<file path="src/rtl/bp_resolve_queue.sv">
// In-order queue of issued branch predictions, scored against resolved outcomes.
// Produces mispredict/tag-error pulses, wrong-path flushes and saturating accuracy counters.
module bp_resolve_queue #(
  parameter int DEPTH = 8,
  parameter int TAG_W = 8,
  parameter int CNT_W = 16
) (
  input  logic                       clk,
  input  logic                       reset,
  input  logic                       pred_valid,
  input  logic                       pred_taken,
  input  logic [TAG_W-1:0]           pred_tag,
  output logic                       pred_ready,
  input  logic                       res_valid,
  input  logic                       res_taken,
  input  logic [TAG_W-1:0]           res_tag,
  output logic                       mispredict,
  output logic [TAG_W-1:0]           mispredict_tag,
  output logic                       tag_error,
  output logic [$clog2(DEPTH):0]     occupancy,
  output logic [CNT_W-1:0]           correct_cnt,
  output logic [CNT_W-1:0]           mispred_cnt
);

  localparam int PTR_W = $clog2(DEPTH);
  localparam int OCC_W = PTR_W + 1;

  logic [TAG_W:0]     mem_q [DEPTH];

  logic [PTR_W-1:0]   rd_ptr_q, rd_ptr_d;
  logic [PTR_W-1:0]   wr_ptr_q, wr_ptr_d;
  logic [OCC_W-1:0]   occ_q, occ_d;
  logic               mispredict_q, mispredict_d;
  logic [TAG_W-1:0]   mispredict_tag_q, mispredict_tag_d;
  logic               tag_error_q, tag_error_d;
  logic [CNT_W-1:0]   correct_cnt_q, correct_cnt_d;
  logic [CNT_W-1:0]   mispred_cnt_q, mispred_cnt_d;

  logic               full;
  logic               empty;
  logic               enq;
  logic               pop;
  logic               wrong_dir;
  logic               head_taken;
  logic [TAG_W-1:0]   head_tag;

  assign full       = (occ_q == OCC_W'(DEPTH));
  assign empty      = (occ_q == '0);
  assign enq        = pred_valid && !full;
  assign pop        = res_valid && !empty;
  assign head_taken = mem_q[rd_ptr_q][TAG_W];
  assign head_tag   = mem_q[rd_ptr_q][TAG_W-1:0];
  assign wrong_dir  = pop && (head_taken != res_taken);

  // Entry storage carries no reset; validity is tracked by the pointers.
  // A wrong-path write during a flush lands beyond the new tail and is never read.
  always_ff @(posedge clk) begin
    if (enq) begin
      mem_q[wr_ptr_q] <= {pred_taken, pred_tag};
    end
  end

  always_comb begin
    rd_ptr_d         = rd_ptr_q;
    wr_ptr_d         = wr_ptr_q;
    occ_d            = occ_q;
    mispredict_d     = 1'b0;
    mispredict_tag_d = mispredict_tag_q;
    tag_error_d      = 1'b0;
    correct_cnt_d    = correct_cnt_q;
    mispred_cnt_d    = mispred_cnt_q;

    if (res_valid && (empty || (res_tag != head_tag))) begin
      tag_error_d = 1'b1;
    end

    if (wrong_dir) begin
      // Everything younger than the mispredicted head is wrong-path, including a same-cycle enqueue.
      rd_ptr_d         = rd_ptr_q + PTR_W'(1);
      wr_ptr_d         = rd_ptr_q + PTR_W'(1);
      occ_d            = '0;
      mispredict_d     = 1'b1;
      mispredict_tag_d = head_tag;
      if (mispred_cnt_q != '1) begin
        mispred_cnt_d = mispred_cnt_q + CNT_W'(1);
      end
    end else begin
      if (pop) begin
        rd_ptr_d = rd_ptr_q + PTR_W'(1);
        if (correct_cnt_q != '1) begin
          correct_cnt_d = correct_cnt_q + CNT_W'(1);
        end
      end
      if (enq) begin
        wr_ptr_d = wr_ptr_q + PTR_W'(1);
      end
      occ_d = occ_q + OCC_W'(enq) - OCC_W'(pop);
    end
  end

  always_ff @(posedge clk) begin
    if (reset) begin
      rd_ptr_q         <= '0;
      wr_ptr_q         <= '0;
      occ_q            <= '0;
      mispredict_q     <= 1'b0;
      mispredict_tag_q <= '0;
      tag_error_q      <= 1'b0;
      correct_cnt_q    <= '0;
      mispred_cnt_q    <= '0;
    end else begin
      rd_ptr_q         <= rd_ptr_d;
      wr_ptr_q         <= wr_ptr_d;
      occ_q            <= occ_d;
      mispredict_q     <= mispredict_d;
      mispredict_tag_q <= mispredict_tag_d;
      tag_error_q      <= tag_error_d;
      correct_cnt_q    <= correct_cnt_d;
      mispred_cnt_q    <= mispred_cnt_d;
    end
  end

  assign pred_ready     = !full;
  assign mispredict     = mispredict_q;
  assign mispredict_tag = mispredict_tag_q;
  assign tag_error      = tag_error_q;
  assign occupancy      = occ_q;
  assign correct_cnt    = correct_cnt_q;
  assign mispred_cnt    = mispred_cnt_q;

endmodule

</file>
<file path="config.mk">
export PLATFORM = sky130hd
export DESIGN_NAME = bp_resolve_queue
export DESIGN_NICKNAME = d
export VERILOG_FILES = /design/src/rtl/bp_resolve_queue.sv
export SDC_FILE = /design/constraint.sdc
export NUM_CORES = 1
export LEC_CHECK = 0
export BUFFER_PORTS_ARGS = -buffer_cell sky130_fd_sc_hd__buf_2
export CORE_ASPECT_RATIO = 0.5
export CORE_MARGIN = 3
export CORE_UTILIZATION = 40
export CTS_BUF_LIST = sky130_fd_sc_hd__clkbuf_16
export DETAILED_ROUTE_END_ITERATION = 12
export PLACE_DENSITY = 0.7
export SYNTH_ARGS = -nofsm -noshare
export SYNTH_HDL_FRONTEND = slang
export SYNTH_SLANG_ARGS = --single-unit
</file>
<file path="constraint.sdc">
create_clock -name clk -period 2.3 [get_ports clk]
set_input_delay 0.115 -clock clk [delete_from_list [all_inputs] [get_ports clk]]
set_output_delay 0.115 -clock clk [all_outputs]
set_load 0.01 [all_outputs]
</file>
* Yosys cells after proc, flatten, opt, wreduce, memory -nomap -nowiden *
Memories as Yosys holds them, arrays and structs flattened. A register that Yosys moved wholly into a read port is not among the register bits.
Index checks and enable logic that the tools add are counted.

word-level totals
  RAM bits = 72
  logic and storage cells = 44
  input port bits = 22
  flip-flop bits (word level) = 52
  memories kept = 1

memory list
  memory  depth  width  rd ports  clocked after memory_dff  write ports  RTL line  RTL
  mem_q   8      9      1         1                         1            28        logic [TAG_W:0] mem_q [DEPTH];

cells by class
  equality and inequality tests = 5
  bitwise operators = 1
  reduce and logical (&&, ||, !) cells = 13
  multiplexer cells = 10
  add/subtract/negate cells = 6

operators by type and width
  operator                                                         count
  16-bit by 1-bit adder with 16-bit output, second input constant  2
  16-bit inequality test, second input constant                    2
  3-bit 2-to-1 mux                                                 6
  8-bit inequality test                                            1
  3-bit by 1-bit adder with 3-bit output, second input constant    2
  4-bit by 1-bit adder with 4-bit output                           1
  4-bit == test, second input constant                             1
  1-bit logical AND                                                4
  4-bit logical NOT                                                1
  1-bit 2-to-1 mux                                                 4
  2-bit nonzero test                                               2
  4-bit by 1-bit subtractor with 4-bit output                      1
  3-bit AND reduction                                              1
  1-bit logical NOT                                                2
  2-bit AND reduction                                              1
  2-bit OR reduction                                               1
  1-bit logical OR                                                 1
  1-bit inequality test                                            1
  1-bit NOT                                                        1

* Logic depth before layout (Yosys ltp) *
Gate-level depths: netlist of run 1.

  word-level depth = 7
  gate-level depth with buffers = 12
  mapped depth without buffers = 11

* Worst setup path after synthesis of run 1 *
No wires, ideal clock.

  kind = register to register
  from = register occ_q[2], in the netlist occupancy[2]
  to = memory mem_q[0][0] in the netlist's numbering (enable)
  data arrival time = 2.137 ns
  stages on the path, launching flop included = 8
  path slack = -0.224 ns
  data required time = 1.913 ns
  buffers on the path = 1
  clock period less this slack = 2.524 ns
  path through = dfxtp_1 > inv_1 > ha_1 > or3b_2 > clkbuf_1 > nand2_1 > or2_2 > nor3_1

between the ends
  cells in the longest elaborated chain, start to end = 5

ends and longest elaborated chain
  element                                 RTL line  RTL
  start, declared                         32        logic [OCC_W-1:0] occ_q, occ_d;
  start signal, assigned                  105       occ_q <= '0;
  start signal, assigned                  114       occ_q <= occ_d;
  4-bit == test                           47        assign full = (occ_q == OCC_W'(DEPTH));
  1-bit logical NOT                       --
  net pred_ready                          13        output logic pred_ready,
  1-bit logical AND                       49        assign enq = pred_valid && !full;
  1-bit 2-to-1 mux                        58        if (enq) begin
  1-bit 2-to-1 mux (implied by the code)  59        mem_q[wr_ptr_q] <= {pred_taken, pred_tag};
  end, declared                           28

The timed path passes the listed nets, and every way through them passes these cells.

==> results of run 1 <==
==> logic make-up after synthesis <==
group | Yosys count | synth area share, %
AO/OA/AOI/OAI | 60 | 6.87
flip-flops | 127 | 58.8
XOR/XNOR | 13 | 2.05
buffers and inverters | 35 | 2.57
adder cells (fa/ha/maj) | 11 | 2.61
multiplexers | 44 | 11.8
AND/OR/NAND/NOR | 155 | 15.4
==> metal layers <==
metal	vias to the layer above	GRT usage, %
li1	1887	-
met1	1916	20.7
met2	76	27.9
met3	7	4.41
met4	0	6.62
met5	-	0
==> power groups by stage <==
stage,logic (mW),registers (mW),clock network (mW)
6_report,1.80,2.85,2.80
5_1_grt,1.98,2.89,2.98
4_1_cts,1.75,2.85,2.85
3_5_place_dp,1.72,2.89,0
3_3_place_gp,1.69,2.88,0
2_1_floorplan,1.12,2.90,0
==> timing repair <==
action | 4_1_cts | 5_1_grt
setup endpoints to repair | 0 | 23
hold buffers | 10 | 0
buffers inserted | 0 | 1
resized for setup | 0 | 14
hold endpoints to repair | 73 | 0
==> critical path, delay by kind of cell (launching register included) <==
kind	cells	cell delay, ns
buffers and inverters	1	0.17
flip-flops	1	0.36
multiplexers	4	1.26
AND/OR/NAND/NOR	1	0.33
==> area by class of cell <==
type	count	area, um2	area share [%]
Timing Repair Buffer	100	681	9.60
Inverter	11	43.8	0.618
Clock inverter	15	195	2.75
Sequential cell	127	3270	46.1
Tap cell	186	233	3.28
Multi-Input combinational cell	283	2240	31.7
Clock buffer	17	425	6.00
==> state kept, by name, indices dropped and copies added, names as in the netlist, named ones only <==
name,cells
correct_cnt,16
mem_q,72
mispred_cnt,16
mispredict,1
mispredict_tag,8
occupancy,4
rd_ptr_q,3
tag_error,1
wr_ptr_q,3
==> synth_stat cells (all sizes together), types with 11 or more instances <==
| cell type | n | share of area [%] |
|---|---|---|
| a21oi | 23 | 2.1 |
| buf | 12 | 1.0 |
| clkbuf | 12 | 0.81 |
| dfxtp | 55 | 20 |
| edfxtp | 72 | 39 |
| inv | 11 | 0.74 |
| mux2i | 19 | 3.7 |
| mux4 | 15 | 6.1 |
| nand2 | 15 | 1.0 |
| nand3 | 21 | 1.9 |
| nor2 | 35 | 2.4 |
| nor2b | 11 | 1.2 |
| o31ai | 13 | 1.8 |
| or4 | 12 | 1.6 |
==> worst min path at each step <==
stage | start | end | slack [ns] | depth (start not counted)
floorplan | pred_tag[0] | mem_q[0][0]$_DFFE_PP_ | 0.21 | 0
global placement | pred_tag[2] | mem_q[4][2]$_DFFE_PP_ | 0.39 | 1
detailed placement | pred_taken | mem_q[1][8]$_DFFE_PP_ | 0.38 | 1
CTS | res_tag[4] | tag_error$_SDFF_PP0_ | 0.006 | 3
global route | res_tag[4] | tag_error$_SDFF_PP0_ | 0.02 | 3
finish | res_tag[4] | tag_error$_SDFF_PP0_ | 0.03 | 3
==> results.py, run 1 <==
metrics = {
    "status": {
        "status": "completed",
    },
    "place": {
        "portBuffers": 68,
        "dp_cells": 696,
        "dp_slack_ns": 0.0198,
        "place_congestion": 0.755,
        "place_hpwl_um": 7670,
        "dpl-instance-area_um2": 6310,
    },
    "detailed_routing": {
        "dr.max_layer_used": "met4",
        "wl_um": 12200,
        "route.met2.wl_um": 5910,
        "routed-via-count": 3886,
        "drt_first_pass_iters": 4,
        "drc_errors": 0,
        "avgViaCountPerCell": 5.26,
        "drtIter0Drc": 309,
        "wl_met1_um": 5660,
        "detail-route-antenna-nets": 0,
        "routedWlPerCell_um": 16.5,
        "route.met3.wl_um": 544,
    },
    "finish": {
        "final_util_pct": 54.1,
        "final_common_cell": "edfxtp_1",
        "finalInstanceArea_um2": 7090,
        "fin_cells": 739,
        "final_cell_mix": "edfxtp_1, buf_2, dfxtp_1, nor2_1, a21oi_1",
        "layout.nets": 573,
        "nFillCells": 1082,
        "drive_above_1_share_pct": 31.5,
        "num_antenna_cells": 0,
        "area_growth_pct": 27.7,
    },
    "cts": {
        "cts_tree": "built",
        "clk_pin_slew_ns": 0.06,
        "worstSkewPairLatency_ns": 0.41,
        "clockRootBuffer": "clkbuf_16",
        "cts.path.max_buffers": 2,
        "clock-sinks": 127,
        "htreeDepth": 4,
        "cts_buffers": 17,
    },
    "synth": {
        "netlist_area_um2": 5550,
        "syn_inst": 445,
        "yosys_warnings": 0,
        "async_flop_share_pct": 0,
        "ys_ff_latch": 127,
        "yosysSeqAreaShare_pct": 58.8,
        "synth-main-ff-cell": "edfxtp_1",
        "mappedNetlistNets": 478,
        "synth.avg_cell_area_um2": 12.5,
        "synth_edf_count": 72,
        "yosysUniqueCellTypes": 45,
    },
    "sta": {
        "report.final.setup_viol": 0,
        "hold_viol_final": 0,
        "hold_ws_ns": 0.0296,
        "finalSetupTns_ns": 0,
        "fmax_ghz": 0.448,
        "finClkSkew_ns": 0.00770,
        "min_period_over_period_pct": 97.1,
        "relSlewSlack_pct": 37.8,
        "maxSlewViolCount": 0,
        "worst_slew_pin_slew_ns": 0.930,
        "setup_slack_ns": 0.0660,
        "min_period_ns": 2.23,
    },
    "global_route": {
        "grt_pass1_wl_um": 19500,
        "grtUsageTotal_pct": 16.5,
        "grt-ovfl-total": 0,
        "grt_max_degree": 64,
        "antenna_found_initial": 0,
        "grt_pass1_vias": 3785,
    },
    "pwr": {
        "netSwitchingFraction_pct": 28.0,
        "p_leak_nw": 2.53,
        "internal_power_mw": 5.37,
        "vdd_drop_max_v": 0.000652,
        "switching_power_mw": 2.09,
        "pwr-share-seq_pct": 38.3,
        "total_power_mw": 7.46,
        "p_comb_share_pct": 24.2,
        "pwr-share-clk_pct": 37.5,
        "cellPowerDensity_nw_per_um2": 1050,
    },
    "setup_path": {
        "crit_fanout": 27,
        "cpMaxStageDelayCell": "mux4_2",
        "critical_path_class": "reg -> reg",
        "r2r-end": "mispred_cnt[10]$_SDFFE_PP0P_",
        "cp_data_required_time_ns": 2.59,
        "regToRegSetupSlack_ns": 0.07,
        "slowest_delay_ns": 0.53,
        "r2r_cells": 6,
        "crit_end": "mispred_cnt[10]$_SDFFE_PP0P_",
        "crit_arrival_ns": 2.52,
        "crit_chain": "mux4_2 > mux2i_4 > mux2i_2 > buf_12 > nor4_1 > mux2_2",
        "start_kind": "flop",
        "critPathCaptureType": "flop",
    },
    "min_path": {
        "hp-class": "in -> reg",
    },
    "die": {
        "fp.dieH_um": 89.3,
        "num_rows": 29,
        "die_area_um2": 15400,
        "start_util_pct": 42.4,
        "core_area_um2": 13100,
        "io-pin-count": 69,
        "fp.dieW_um": 173,
    },
    "job": {
        "cap_violations": 0,
    },
}
Power figures use the tool's default switching activity.
==> run 2: changes to the inputs <==
Settings changed: ABC_AREA from default to 1, PLACE_DENSITY 0.7 to 0.69.
==> results.py, run 2 <==
metrics = {
    "status": {
        "status": "completed",
    },
    "synth": {
        "yosysUniqueCellTypes": 33,
        "yosysSeqAreaShare_pct": 53.0,
        "synth_edf_count": 72,
        "synth.avg_cell_area_um2": 8.71,
        "mappedNetlistNets": 740,
        "syn_inst": 707,
        "ys_ff_latch": 127,
        "synth_top_area_cell": "edfxtp_1",
        "yosys_warnings": 0,
        "synth_most_common_cell": "nand2_1",
        "synth-main-ff-cell": "edfxtp_1",
        "netlist_area_um2": 6160,
        "synthTopCellsByArea": "edfxtp_1, dfxtp_1, nand2_1",
        "async_flop_share_pct": 0,
        "yosysTopAreaCellShare_pct": 35.1,
        "yosys-top-cells-count": "nand2_1, inv_1, nor2_1",
    },
    "setup_path": {
        "crit_chain": "inv_1 > ha_1 > nand3_1 > nand2_1 > inv_4 > ha_1 > inv_1 > ha_1 > fa_1 > xnor2_1 > nor2_1",
        "crit_family": "adder cells",
        "regToRegSetupSlack_ns": 0.18,
        "crit_top_cell": "ha_1",
        "r2r_cells": 11,
        "slowest_delay_ns": 0.39,
        "r2r-end": "occupancy[2]$_SDFF_PP0_",
        "crit_buf_inv": 3,
        "start_kind": "flop",
        "cp_data_required_time_ns": 2.60,
        "crit_arrival_ns": 2.42,
        "critPathCaptureType": "flop",
        "cpMaxStageDelayCell": "fa_1",
        "crit_fanout": 3,
        "critical_path_class": "reg -> reg",
        "r2r_start": "occupancy[2]$_SDFF_PP0_",
    },
    "die": {
        "start_util_pct": 41.8,
        "io-pin-count": 69,
        "fp.dieH_um": 93.7,
        "num_rows": 31,
        "die_area_um2": 17000,
        "fp.dieW_um": 181,
        "core_area_um2": 14700,
    },
    "cts": {
        "ctsResizeCount": 0,
        "holdBufCountCts": 9,
        "clock-sinks": 127,
        "worstSkewPairLatency_ns": 0.42,
        "cts_tree": "built",
        "htreeDepth": 4,
        "cts_buffers": 17,
        "clockRootBuffer": "clkbuf_16",
        "postCtsSetupRepairBufs": 0,
        "clk_pin_slew_ns": 0.06,
        "cts.path.max_buffers": 2,
    },
    "detailed_routing": {
        "drtIter0Drc": 344,
        "drt_first_pass_iters": 5,
        "drc_errors": 0,
        "avgViaCountPerCell": 5.05,
        "routed-via-count": 5094,
        "detail-route-antenna-nets": 0,
        "routedWlPerCell_um": 14.7,
        "wl_um": 14900,
    },
    "sta": {
        "min_period_over_period_pct": 92.0,
        "min_period_ns": 2.12,
        "maxSlewViolCount": 0,
        "worst_slew_pin_slew_ns": 0.501,
        "setup_slack_ns": 0.183,
        "fmax_ghz": 0.472,
        "finClkSkew_ns": 0.0117,
        "hold_viol_final": 0,
        "rsz0062_at_grt": "no",
        "relSlewSlack_pct": 66.4,
        "finalSetupTns_ns": 0,
        "report.final.setup_viol": 0,
    },
    "finish": {
        "top_register": "mem_q",
        "area_growth_pct": 20.3,
        "final_cell_mix": "nand2_1, inv_1, nor2_1, edfxtp_1, nand3_1",
        "drive_above_1_share_pct": 19.7,
        "fin_cells": 1009,
        "regArea_um2": 3260,
        "layout.nets": 831,
        "final_common_cell": "nand2_1",
        "multi_input_area_um2": 2440,
        "nFillCells": 1393,
        "largest_register_ffs": 72,
        "num_antenna_cells": 0,
    },
    "min_path": {
        "min_from": "pred_tag[1]",
        "hp-class": "in -> reg",
        "holdPathEnd": "mem_q[7][1]$_DFFE_PP_",
        "min_path_cells": 1,
    },
    "pwr": {
        "p_leak_nw": 3.11,
        "vdd_drop_max_v": 0.000514,
        "cellPowerDensity_nw_per_um2": 1010,
    },
    "place": {
        "dp_slack_ns": 0.201,
        "place_hpwl_um": 10100,
        "place_congestion": 0.834,
        "dp_cells": 968,
        "portBuffers": 68,
    },
    "global_route": {
        "grt_pass1_wl_um": 24200,
        "grt-ovfl-total": 0,
        "grt_pass1_vias": 4830,
        "grt_max_degree": 36,
        "grtUsageTotal_pct": 18.0,
        "antenna_found_initial": 0,
    },
    "job": {
        "cap_violations": 0,
    },
}
==> run 2: cell types whose count changed in the layout (fill, tap and decap cells not counted), moves of 11 or more <==
cell and delta:
inv_1 +64, mux2i_1 -14, mux4_2 -15, nand2_1 +149, nand2_2 +14, nand3_1 +48
nand4_1 +25, nor2_1 +40, nor2b_1 -11, o21ai_0 +14, o31ai_1 -13, or4_1 -12
xor2_1 +14
==> run 2: worst max path at each step <==
stage	start	endpoint	slack, ns	cells past startpoint
after floorplan	occupancy[2]$_SDFF_PP0_	occupancy[2]$_SDFF_PP0_	0.007	12
after global placement	occupancy[2]$_SDFF_PP0_	occupancy[2]$_SDFF_PP0_	0.28	11
after detailed placement	occupancy[2]$_SDFF_PP0_	occupancy[2]$_SDFF_PP0_	0.20	11
after CTS	occupancy[2]$_SDFF_PP0_	occupancy[2]$_SDFF_PP0_	0.19	11
after global routing	occupancy[2]$_SDFF_PP0_	occupancy[2]$_SDFF_PP0_	0.03	11
final	occupancy[2]$_SDFF_PP0_	occupancy[2]$_SDFF_PP0_	0.18	11
==> run 2: layout make-up <==
cell class,count,share of cell area [%]
timing repair buffer,97,7.84
clock inverter,15,1.91
multi-input combinational,474,33.0
sequential,127,44.0
inverter,81,4.14
tap,198,3.34
clock buffer,17,5.74
==> run 2: logic make-up (layout without fill, tap and decap cells) <==
logic type	count (synthesis)	count (layout)	synth area share (%)
AOI/OAI and AO/OA	61	61	5.59
xor gates and xnor gates	25	25	3.56
adders and majority gates	11	11	2.36
buffers and inverters	106	210	7.33
DFF	127	127	53.0
and+or+nand+nor	377	377	28.2
==> run 2: stage by stage <==
step           cell area [um2]  power [mW]  hold WS, ns  utilization (%)
3_3_place_gp              6750        4.95        0.375             45.8
6_report                  7410        7.52       0.0149             50.3
5_1_grt                   7410        7.97       0.0154             50.3
4_1_cts                   7410        7.57       0.0105             50.3
3_5_place_dp              6750        4.99        0.384             45.8
2_1_floorplan             6160        4.38        0.201                -
==> run 2: power breakdown <==
part	switching (mW)	leakage (nW)	internal, mW
logic	1.48	1.74	0.686
registers	0.136	1.10	2.66
clock network	1.12	0.275	1.43
==> run 2: layer usage <==
layer	up-vias	wire length, um	GRT usage (%)
met5	-	0	0
li1	2528	-	-
met1	2386	6760	23.9
met3	28	923	3.71
met4	0	205	5.95
met2	152	7000	29.7
==> run 3: changes to the inputs <==
Settings changed: HOLD_SLACK_MARGIN from default to 0.12.
==> results.py, run 3 (synthesis results as in run 2) <==
metrics = {
    "pwr": {
        "p_leak_nw": 3.12,
        "vdd_drop_max_v": 0.000513,
        "cellPowerDensity_nw_per_um2": 1010,
    },
    "place": {
        "portBuffers": 68,
        "place_congestion": 0.834,
        "place_hpwl_um": 10100,
        "dpl-instance-area_um2": 6750,
    },
    "finish": {
        "largest_register_ffs": 72,
        "nFillCells": 1392,
        "top_register": "mem_q",
        "num_antenna_cells": 0,
        "area_growth_pct": 20.5,
        "drive_above_1_share_pct": 19.7,
        "layout.nets": 832,
        "final_util_pct": 50.3,
        "regArea_um2": 3260,
        "multi_input_area_um2": 2440,
        "final_cell_mix": "nand2_1, inv_1, nor2_1, edfxtp_1, nand3_1",
        "final_common_cell": "nand2_1",
        "finalInstanceArea_um2": 7420,
    },
    "cts": {
        "clk_pin_slew_ns": 0.06,
        "postCtsSetupRepairBufs": 0,
        "cts_buffers": 17,
        "ctsResizeCount": 0,
        "worstSkewPairLatency_ns": 0.42,
        "htreeDepth": 4,
        "clock-sinks": 127,
        "clockRootBuffer": "clkbuf_16",
        "cts_tree": "built",
        "cts.path.max_buffers": 2,
    },
    "job": {
        "cap_violations": 0,
    },
    "global_route": {
        "top_usage_layer": "met2",
        "grt-ovfl-total": 0,
        "grt_use_met3_pct": 3.71,
        "grtUsageTotal_pct": 18.0,
        "grt_pass1_wl_um": 24200,
        "antenna_found_initial": 0,
        "grt_max_degree": 36,
        "gr-usage-met1_pct": 23.9,
        "grt_util_met2_pct": 29.7,
        "grt_pass1_vias": 4833,
    },
    "sta": {
        "relSlewSlack_pct": 66.7,
        "maxSlewViolCount": 0,
        "worst_slew_pin_slew_ns": 0.496,
        "finalSetupTns_ns": 0,
        "fmax_ghz": 0.471,
        "rsz0062_at_grt": "no",
        "hold_viol_final": 0,
        "report.final.setup_viol": 0,
        "min_period_over_period_pct": 92.4,
        "min_period_ns": 2.13,
        "finClkSkew_ns": 0.0132,
    },
    "detailed_routing": {
        "avgViaCountPerCell": 5.04,
        "wl_um": 14900,
        "drtIter0Drc": 354,
        "routed-via-count": 5092,
        "drt_first_pass_iters": 5,
        "routedWlPerCell_um": 14.7,
        "drc_errors": 0,
        "detail-route-antenna-nets": 0,
    },
    "status": {
        "status": "completed",
    },
    "die": {
        "fp.dieH_um": 93.7,
        "num_rows": 31,
        "io-pin-count": 69,
        "fp.dieW_um": 181,
        "start_util_pct": 41.8,
        "core_area_um2": 14700,
        "die_area_um2": 17000,
    },
    "setup_path": {
        "critPathCaptureType": "flop",
        "crit_fanout": 3,
        "cp_data_required_time_ns": 2.60,
        "crit_arrival_ns": 2.43,
        "critical_path_class": "reg -> reg",
        "start_kind": "flop",
    },
    "min_path": {
        "hp-class": "in -> reg",
    },
}
==> run 3: changes by cell type in the layout (fill, tap and decap cells not counted), sizes merged <==
cell and change:
dlygate4sd3 +1
==> run 3: report_power, final <==
part	switching [mW]	internal [mW]	total, mW
Clock	1.13	1.43	2.56
Sequential	0.137	2.66	2.80
Combinational	1.48	0.687	2.17
==> run 3: per-stage QoR <==
stage               setup slack [ns]  std cells  hold WS (ns)  power (mW)
floorplan                    0.00708        707         0.201        4.38
global placement               0.277        968         0.375        4.95
detailed placement             0.201        968         0.384        4.99
CTS                            0.188       1010         0.143        7.58
global route                  0.0341       1010         0.187        7.97
finish                         0.175       1010         0.163        7.53
==> run 3: final cells by class <==
cell class / count / area share (%)
multi-input cells: 474 / 32.9
inverters: 81 / 4.13
well taps: 198 / 3.34
flip-flops and latches: 127 / 44.0
clock inverters: 15 / 1.91
repair buffers: 98 / 7.96
clock buffers: 17 / 5.73
==> run 3: path summary, 6_finish.rpt <==
kind              slack (ns)  cells past startpoint                startpoint                       end
hold reg to reg         0.48                      1  rd_ptr_q[0]$_SDFFE_PP0N_  wr_ptr_q[0]$_SDFFE_PP0P_
setup / recovery        0.17                     11   occupancy[2]$_SDFF_PP0_   occupancy[2]$_SDFF_PP0_
hold / removal          0.16                      7                res_tag[5]      tag_error$_SDFF_PP0_
setup reg to reg        0.17                     11   occupancy[2]$_SDFF_PP0_   occupancy[2]$_SDFF_PP0_
==> run 3: what timing repair did <==
action | 4_1_cts | 5_1_grt
endpoints found under the hold margin | 73 | 0
hold buffers | 10 | 0
setup endpoints to repair | 0 | 0
==> run 3: routing by layer <==
layer / up-vias / share of wire, %
li1: 2527 / -
met1: 2394 / 46
met2: 143 / 47
met3: 28 / 5.6
met4: 0 / 1.4
met5: - / 0
==> run 3: critical path, stage by stage (launching register included) <==
cell and delay, ns:
dfxtp_1 0.31, inv_1 0.10, ha_1 0.16, nand3_1 0.13
nand2_1 0.17, inv_4 0.04, ha_1 0.26, inv_1 0.04
ha_1 0.20, fa_1 0.39, xnor2_1 0.16, nor2_1 0.06
